### src/rtl/ref_pkg.sv
// Shared types and timing defaults for the DRAM refresh responder (ref_ctl).
package ref_pkg;

    localparam int CNT_W         = 3;
    localparam int CAS_SETUP_DEF = 1;
    localparam int RAS_LOW_DEF   = 3;
    localparam int RAS_PRE_DEF   = 2;

    typedef enum logic [2:0] {
        IDLE,
        WAIT,
        CAS,
        RAS,
        PRE
    } ref_state_e;

    // A phase lasting N cycles is loaded with N-1 and leaves when the counter reads 0.
    function automatic logic [CNT_W-1:0] phase_load(input int cycles);
        return CNT_W'(cycles - 1);
    endfunction

endpackage

### src/rtl/ref_miss_cnt.sv
// Missed-refresh-window counter: RefReq falling-edge detect plus an 8-bit saturating count.
module ref_miss_cnt (
    input  logic       clk,
    input  logic       rst_n,
    input  logic       ref_req_i,
    input  logic       miss_ok_i,
    output logic [7:0] miss_cnt_o
);

    logic       req_q;
    logic [7:0] cnt_q, cnt_d;
    logic       miss;

    // A window is missed when it closes while no refresh is done or in flight.
    assign miss = req_q && !ref_req_i && miss_ok_i;

    always_comb begin
        cnt_d = cnt_q;
        if (miss && cnt_q != 8'hFF) begin
            cnt_d = cnt_q + 8'd1;
        end
    end

    always_ff @(posedge clk or negedge rst_n) begin
        if (!rst_n) begin
            req_q <= 1'b0;
            cnt_q <= '0;
        end else begin
            req_q <= ref_req_i;
            cnt_q <= cnt_d;
        end
    end

    assign miss_cnt_o = cnt_q;

endmodule

### src/rtl/ref_ctl.sv
// DRAM CAS-before-RAS refresh responder, one refresh per RefReq window.
// Optional missed-window counter enabled by defining REF_MISS_CNT_EN.
module ref_ctl
    import ref_pkg::*;
#(
    parameter int CAS_SETUP = CAS_SETUP_DEF,
    parameter int RAS_LOW   = RAS_LOW_DEF,
    parameter int RAS_PRE   = RAS_PRE_DEF
) (
    input  logic       CLK,
    input  logic       nPOR,
    input  logic       RefReq,
    input  logic       RefUrg,
    input  logic       BACT,
    input  logic       RAMCS,
    output logic       nRASref,
    output logic       nCASref,
    output logic       RefActive,
    output logic       RAMHold,
    output logic       RefDone,
    output logic [7:0] RefMiss
);

    ref_state_e       state_q, state_d;
    logic [CNT_W-1:0] cnt_q, cnt_d;
    logic             nras_q, nras_d;
    logic             ncas_q, ncas_d;
    logic             active_q, active_d;
    logic             hold_q, hold_d;
    logic             done_q, done_d;
    logic             pending;
    logic             ramidle;

    assign pending = RefReq && !done_q;
    assign ramidle = !(BACT && RAMCS);

    always_comb begin
        // NOTE: every signal gets a default first so no path leaves one unassigned (no latches).
        state_d = state_q;
        cnt_d   = cnt_q;
        done_d  = done_q;

        unique case (state_q)
            IDLE: begin
                if (!RefReq) begin
                    done_d = 1'b0;
                end else if (pending && (!BACT || (RefUrg && ramidle))) begin
                    state_d = CAS;
                    cnt_d   = phase_load(CAS_SETUP);
                end else if (pending && RefUrg) begin
                    state_d = WAIT;
                end
            end
            WAIT: begin
                // A closed window abandons the wait rather than refreshing outside it.
                if (!RefReq) begin
                    state_d = IDLE;
                    done_d  = 1'b0;
                end else if (ramidle) begin
                    state_d = CAS;
                    cnt_d   = phase_load(CAS_SETUP);
                end
            end
            CAS: begin
                if (cnt_q == '0) begin
                    state_d = RAS;
                    cnt_d   = phase_load(RAS_LOW);
                end else begin
                    cnt_d = cnt_q - 1'b1;
                end
            end
            RAS: begin
                if (cnt_q == '0) begin
                    state_d = PRE;
                    cnt_d   = phase_load(RAS_PRE);
                end else begin
                    cnt_d = cnt_q - 1'b1;
                end
            end
            PRE: begin
                if (cnt_q == '0) begin
                    state_d = IDLE;
                    done_d  = 1'b1;
                end else begin
                    cnt_d = cnt_q - 1'b1;
                end
            end
            default: state_d = IDLE;
        endcase

        // Outputs are registered copies of the next state's decode.
        ncas_d   = !(state_d == CAS || state_d == RAS);
        nras_d   = !(state_d == RAS);
        active_d = (state_d == CAS) || (state_d == RAS) || (state_d == PRE);
        hold_d   = (state_d != IDLE);
    end

    always_ff @(posedge CLK or negedge nPOR) begin
        if (!nPOR) begin
            state_q  <= IDLE;
            cnt_q    <= '0;
            nras_q   <= 1'b1;
            ncas_q   <= 1'b1;
            active_q <= 1'b0;
            hold_q   <= 1'b0;
            done_q   <= 1'b0;
        end else begin
            // NOTE: sequential state uses non-blocking assignments so all registers update together.
            state_q  <= state_d;
            cnt_q    <= cnt_d;
            nras_q   <= nras_d;
            ncas_q   <= ncas_d;
            active_q <= active_d;
            hold_q   <= hold_d;
            done_q   <= done_d;
        end
    end

    assign nRASref   = nras_q;
    assign nCASref   = ncas_q;
    assign RefActive = active_q;
    assign RAMHold   = hold_q;
    assign RefDone   = done_q;

`ifdef REF_MISS_CNT_EN
    logic miss_ok;

    assign miss_ok = (state_q == IDLE || state_q == WAIT) && !done_q;

    ref_miss_cnt u_miss_cnt (
        .clk        (CLK),
        .rst_n      (nPOR),
        .ref_req_i  (RefReq),
        .miss_ok_i  (miss_ok),
        .miss_cnt_o (RefMiss)
    );
`else
    assign RefMiss = '0;
`endif

endmodule

### config.mk
export PLATFORM = sky130hd
export DESIGN_NAME = ref_ctl
export DESIGN_NICKNAME = d
export VERILOG_FILES = /design/src/rtl/ref_pkg.sv /design/src/rtl/ref_miss_cnt.sv /design/src/rtl/ref_ctl.sv
export SDC_FILE = /design/constraint.sdc
export NUM_CORES = 1
export LEC_CHECK = 0
export ABC_CLOCK_PERIOD_IN_PS = 1400
export CAP_MARGIN = 20
export CORE_UTILIZATION = 35
export CTS_CLUSTER_SIZE = 25
export DETAILED_ROUTE_END_ITERATION = 12
export PLACE_DENSITY = 0.75
export SETUP_SLACK_MARGIN = 0.02
export SLEW_MARGIN = 20
export SYNTH_ARGS = -nofsm -noshare
export SYNTH_HDL_FRONTEND = slang
export SYNTH_SLANG_ARGS = --single-unit
### constraint.sdc
create_clock -name CLK -period 1.4 [get_ports CLK]
set_input_delay 0.28 -clock CLK [delete_from_list [all_inputs] [get_ports CLK]]
set_output_delay 0.28 -clock CLK [all_outputs]
set_load 0.1 [all_outputs]
# ---- Yosys cells after proc, flatten, opt, wreduce, memory -nomap -nowiden
# Cells that the tools add are included.
dict set report totals {
  regBits 11
  in_bits 6
  wordCells 63
}
dict set report classes {
  n_addsub 1
  eq_ne 14
  mux 20
  n_reduce_logical 21
}
# cell n
set op_table {}
lappend op_table {{two-way mux 3 bit} 15}
lappend op_table {{one-hot mux 3 bit (5 select lines)} 2}
lappend op_table {{!= test 2 bit, second input constant} 7}
lappend op_table {{== test 3 x 2 -> 1 bit, second input constant} 4}
lappend op_table {{== test 3 bit, second input constant} 2}
lappend op_table {{logical NOT 3 bit} 2}
lappend op_table {{AND reduction 6 bit} 1}
lappend op_table {{logical AND 1 bit} 5}
lappend op_table {{logical NOT 1 bit} 5}
lappend op_table {{nonzero test 5 bit} 1}
lappend op_table {{== test 3 x 1 -> 1 bit, second input constant} 1}
lappend op_table {{logical OR 1 bit} 3}
lappend op_table {{AND reduction 3 bit} 1}
lappend op_table {{nonzero test 3 bit} 1}
lappend op_table {{subtractor 3 x 1 -> 3 bit, second input constant} 1}
lappend op_table {{two-way mux 1 bit} 2}
lappend op_table {{one-hot mux 1 bit (2 select lines)} 1}
lappend op_table {{nonzero test 2 bit} 1}
lappend op_table {{OR reduction 2 bit} 1}

# ---- Logic depth before layout (Yosys ltp)
dict set report logic_depth {
  depth_word 11
  mapped_depth 7
  mapped_depth_nobuf 7
}

# ---- Worst setup path before layout
# No wires, ideal clock.
dict set report synth_timing {
  kind {register to register}
  from {register done_q (netlist: RefDone)}
  to {register cnt_q[0]}
  arrival_ns 1.747
  required_ns 1.269
  slack_ns -0.478
  stages_incl_launch_ff 5
  period_less_slack_ns 1.878
  path_cell_list {dfrtp_1 nor3_1 o21ai_2 a311oi_1 or3_1}
}
dict set report synth_via {
  elab_chain_len 5
}
# element line_no
set synth_lines {}
lappend synth_lines {{start: declaration} ref_ctl.sv:30} ;# logic done_q, done_d;
lappend synth_lines {{start signal: assignment} ref_ctl.sv:115} ;# done_q <= done_d;
lappend synth_lines {{logical NOT 1 bit} ref_ctl.sv:34} ;# assign pending = RefReq && !done_q;
lappend synth_lines {{logical AND 1 bit} ref_ctl.sv:34}
lappend synth_lines {{logical AND 1 bit} ref_ctl.sv:47} ;# end else if (pending && (!BACT || (RefUrg && ramidle))) begin
lappend synth_lines {{!= test 2 bit (no source line)} --}
lappend synth_lines {{AND reduction 6 bit (no source line)} --}
lappend synth_lines {{end signal: assignment} ref_ctl.sv:110} ;# cnt_q <= cnt_d;
lappend synth_lines {{end: declaration} ref_ctl.sv:25} ;# logic [CNT_W-1:0] cnt_q, cnt_d;
# Every way passes these cells.
# A chain may end at the register's enable or synchronous reset.

# ---- Final worst setup path
dict set report layout_timing {
  from {register state_q[1]}
  to {register cnt_q[0]}
}
dict set report layout_via {
  elab_chain_len 3
  elab_cells_between_ends 13
}
# element line_no
set layout_lines {}
lappend layout_lines {{start: declaration} ref_ctl.sv:24} ;# ref_state_e state_q, state_d;
lappend layout_lines {{start signal: assignment} ref_ctl.sv:109} ;# state_q <= state_d;
lappend layout_lines {{== test 3 bit (tied with other cells)} ref_ctl.sv:43} ;# unique case (state_q)
lappend layout_lines {{nonzero test 5 bit (no source line) / != test 2 bit (equally long branches)} --}
lappend layout_lines {{AND reduction 6 bit (no source line)} --}
# Parallel ways exist; a longest one is shown, timed or not.

==> flow_metrics.py <==
metrics = {
    "sta": {
        "slew_violations": 0,
        "hold-worst-slack_ns": 0.342,
        "fmax_mhz": 609,
        "setup_tns_ns": -0.695,
        "timing.final.ws_setup_ns": -0.241,
        "report.final.hold_viol_count": 0,
        "max_clock_skew_ns": 0.00360,
        "setup_viol": 5,
        "final_min_period_over_clock_period_pct": 117,
        "timing.final.crit_period_ns": 1.64,
        "grt_setup_unrepaired": "yes",
    },
    "synthesis": {
        "portion_of_synthesized_cell_area_occupied_by_the_leading_cell_type_pct": 35.2,
        "yosysUniqueCellTypes": 28,
        "synth.top_cells.by_area": "sky130_fd_sc_hd__dfrtp_1 (35%), sky130_fd_sc_hd__buf_4 (9.4%), sky130_fd_sc_hd__dfstp_2 (8.2%), sky130_fd_sc_hd__inv_1 (4.1%), sky130_fd_sc_hd__ha_1 (3.9%)",
        "yosysSeqAreaShare_pct": 43.4,
        "netlist_area_sq_um": 639,
        "async_sr_flop_fraction_pct": 100,
        "post_synth.cell_area_avg_sq_um": 9.27,
        "ys_warn_count": 0,
        "ys_seq_elements": 11,
        "dominantRegCellSynth": "sky130_fd_sc_hd__dfrtp_1",
        "syn_inst": 69,
        "synth-edff-count": 0,
        "synth_area_leader_cell": "sky130_fd_sc_hd__dfrtp_1",
    },
    "grt": {
        "overall_overflow_remaining_after_global_route": 0,
        "grt_antenna_before_repair": 0,
        "first_global_vias": 609,
        "globalRouteTotalUtil_pct": 19.7,
        "grt_first_pass_wirelength_um": 2700,
        "grt_max_degree": 12,
    },
    "status": {
        "violations": "setup timing",
        "outcome": "complete, but fails checks",
    },
    "placed_design": {
        "final_hpwl_dp_um": 1120,
        "post_place_cell_area_sq_um": 891,
        "routabilityCongestion": 0.871,
        "numPortBuffers": 10,
    },
    "final_layout": {
        "areaGrowthSynthToFinish_pct": 66.3,
        "drive_gt1_share_pct": 49.5,
        "antenna_diode_count": 0,
        "fin_nets": 110,
        "postLayoutCoreUtil_pct": 61.6,
        "finish.instance_area_sq_um": 1060,
    },
    "cts": {
        "numClockSinks": 11,
        "cts_htree_levels": 1,
        "cts_max_path_buffers": 2,
        "clock_tree_from_tritoncts": "done",
        "worst_skew_pair.late_latency_ns": 0.26,
        "clock-root-buffer": "sky130_fd_sc_hd__clkbuf_4",
        "tritoncts.num_buffers": 3,
        "clkTransAtPathRegs_ns": 0.07,
    },
    "setup_path": {
        "end_kind": "register",
        "required_ns": 1.61,
        "critical_path_arrival_ns": 1.85,
        "worst-setup-path-type": "reg -> reg",
        "critical_path.startpoint_type": "register",
        "crit_path_max_fanout": 4,
    },
    "die": {
        "core.rowCount": 15,
        "die-width_um": 44.7,
        "core_sq_um": 1730,
        "count_of_pins_on_the_block_boundary": 19,
        "fp.dieArea_sq_um": 2000,
        "initial_cell_density_of_the_core_pct": 37.0,
        "die_y_um": 44.7,
    },
    "detailed_routing": {
        "dr.first_iter.drc_count": 7,
        "routed-via-count": 608,
        "number_of_routed_nets_with_antenna_violations": 0,
        "detail_route.drc_violations": 0,
        "drt_pass1_iterations": 4,
        "wl_per_cell_um": 14.0,
        "total_wire_length_um": 1770,
        "via_per_inst": 4.83,
    },
    "worst_hold_path": {
        "hold_path.class": "in -> async",
    },
    "run": {
        "timing.max_cap.violations": 0,
    },
}
-- worst max-delay path, stage by stage, from the launching register on --
cell                       delay (ns)
sky130_fd_sc_hd__dfrtp_2         0.43
sky130_fd_sc_hd__buf_4           0.15
sky130_fd_sc_hd__buf_4           0.12
sky130_fd_sc_hd__nor2_2          0.14
sky130_fd_sc_hd__nand2_2         0.09
sky130_fd_sc_hd__buf_4           0.16
sky130_fd_sc_hd__a211oi_1        0.33
sky130_fd_sc_hd__or3_1           0.17
-- flip-flops by register name (all words and copies together) (netlist names) --
| name | cells |
|---|---|
| nRASref | 1 |
| RAMHold | 1 |
| RefActive | 1 |
| cnt_q | 3 |
| RefDone | 1 |
| nCASref | 1 |
| state_q | 3 |
-- layout make-up --
class | count | area [sq um]
clock buffers | 4 | 26.3
fillers | 144 | 663
inverters | 7 | 26.3
multi-input cells | 49 | 398
flip-flops and latches | 11 | 283
well taps | 25 | 31.3
repair buffers | 30 | 299
-- logic make-up after synthesis --
family	count (synthesis)	share of synthesized area (%)
adders and majority gates	2	3.91
AOI/OAI and AO/OA	14	14.7
muxes	2	3.13
buffers and inverters	16	14.3
xor gates and xnor gates	1	1.37
other	1	0.587
and+or+nand+nor	22	18.6
DFF	11	43.4
-- cells in the final DEF, fill, tap and decap left out, drive strengths merged, types with 2 or more instances in the layout --
| master | Yosys | layout |
|---|---|---|
| nor2b | 2 | 2 |
| dfrtp | 9 | 9 |
| nand3 | 2 | 2 |
| nand2b | 3 | 3 |
| dfstp | 2 | 2 |
| inv | 7 | 7 |
| nand2 | 6 | 6 |
| nor2 | 5 | 5 |
| clkbuf | 0 | 4 |
| conb | 1 | 8 |
| mux2i | 2 | 2 |
| clkdlybuf4s50 | 0 | 4 |
| o22ai | 3 | 3 |
| a21oi | 2 | 2 |
| ha | 2 | 2 |
| o21ai | 4 | 4 |
| buf | 9 | 25 |
-- path summary, 6_finish.rpt --
path,start,endpoint,slack [ns],cells past startpoint
max in group asynchronous,nPOR,RefDone,0.69,1
min in group CLK,RefReq,RefDone,0.50,3
max reg2reg,state_q[1],cnt_q[0],-0.24,7
min,nPOR,RefDone,0.34,1
max,state_q[1],cnt_q[0],-0.24,7
min reg2reg,cnt_q[1],cnt_q[1],0.66,3
-- Yosys cell counts (2+ instances only) --
library cell               n
sky130_fd_sc_hd__nand2b_1  3
sky130_fd_sc_hd__mux2i_1   2
sky130_fd_sc_hd__buf_4     8
sky130_fd_sc_hd__dfrtp_1   9
sky130_fd_sc_hd__nand3_1   2
sky130_fd_sc_hd__o21ai_0   3
sky130_fd_sc_hd__ha_1      2
sky130_fd_sc_hd__nand2_1   6
sky130_fd_sc_hd__nor2b_1   2
sky130_fd_sc_hd__a21oi_1   2
sky130_fd_sc_hd__nor2_2    2
sky130_fd_sc_hd__o22ai_1   3
sky130_fd_sc_hd__nor2_1    3
sky130_fd_sc_hd__inv_1     7
sky130_fd_sc_hd__dfstp_2   2
-- what timing repair did --
| item | 4_1_cts | 5_1_grt |
|---|---|---|
| hold buffers | 0 | 0 |
| gates resized for setup | 14 | 11 |
| pin swaps | 7 | 3 |
| buffers inserted | 3 | 3 |
| setup endpoints to repair | 6 | 9 |
-- stage by stage --
| step | worst slack, ns | std cells |
|---|---|---|
| after floorplan | -0.113 | 76 |
| after global placement | -0.438 | 116 |
| after detailed placement | -0.490 | 116 |
| after CTS | -0.155 | 123 |
| after global routing | -0.311 | 126 |
| final | -0.241 | 126 |
-- routing by layer --
| layer | global-route usage (%) | vias up | share of wire [%] | wire, um |
|---|---|---|---|---|
| met5 | 0 | - | 0 | 0 |
| met2 | 35.3 | 24 | 53 | 938 |
| met3 | 7.20 | 4 | 5.1 | 90 |
| li1 | - | 282 | - | - |
| met1 | 21.1 | 298 | 40 | 711 |
| met4 | 7.27 | 0 | 1.4 | 25 |
Power is not shown: default switching activity piles up to over one toggle a cycle in this logic, so the estimate is an artifact.
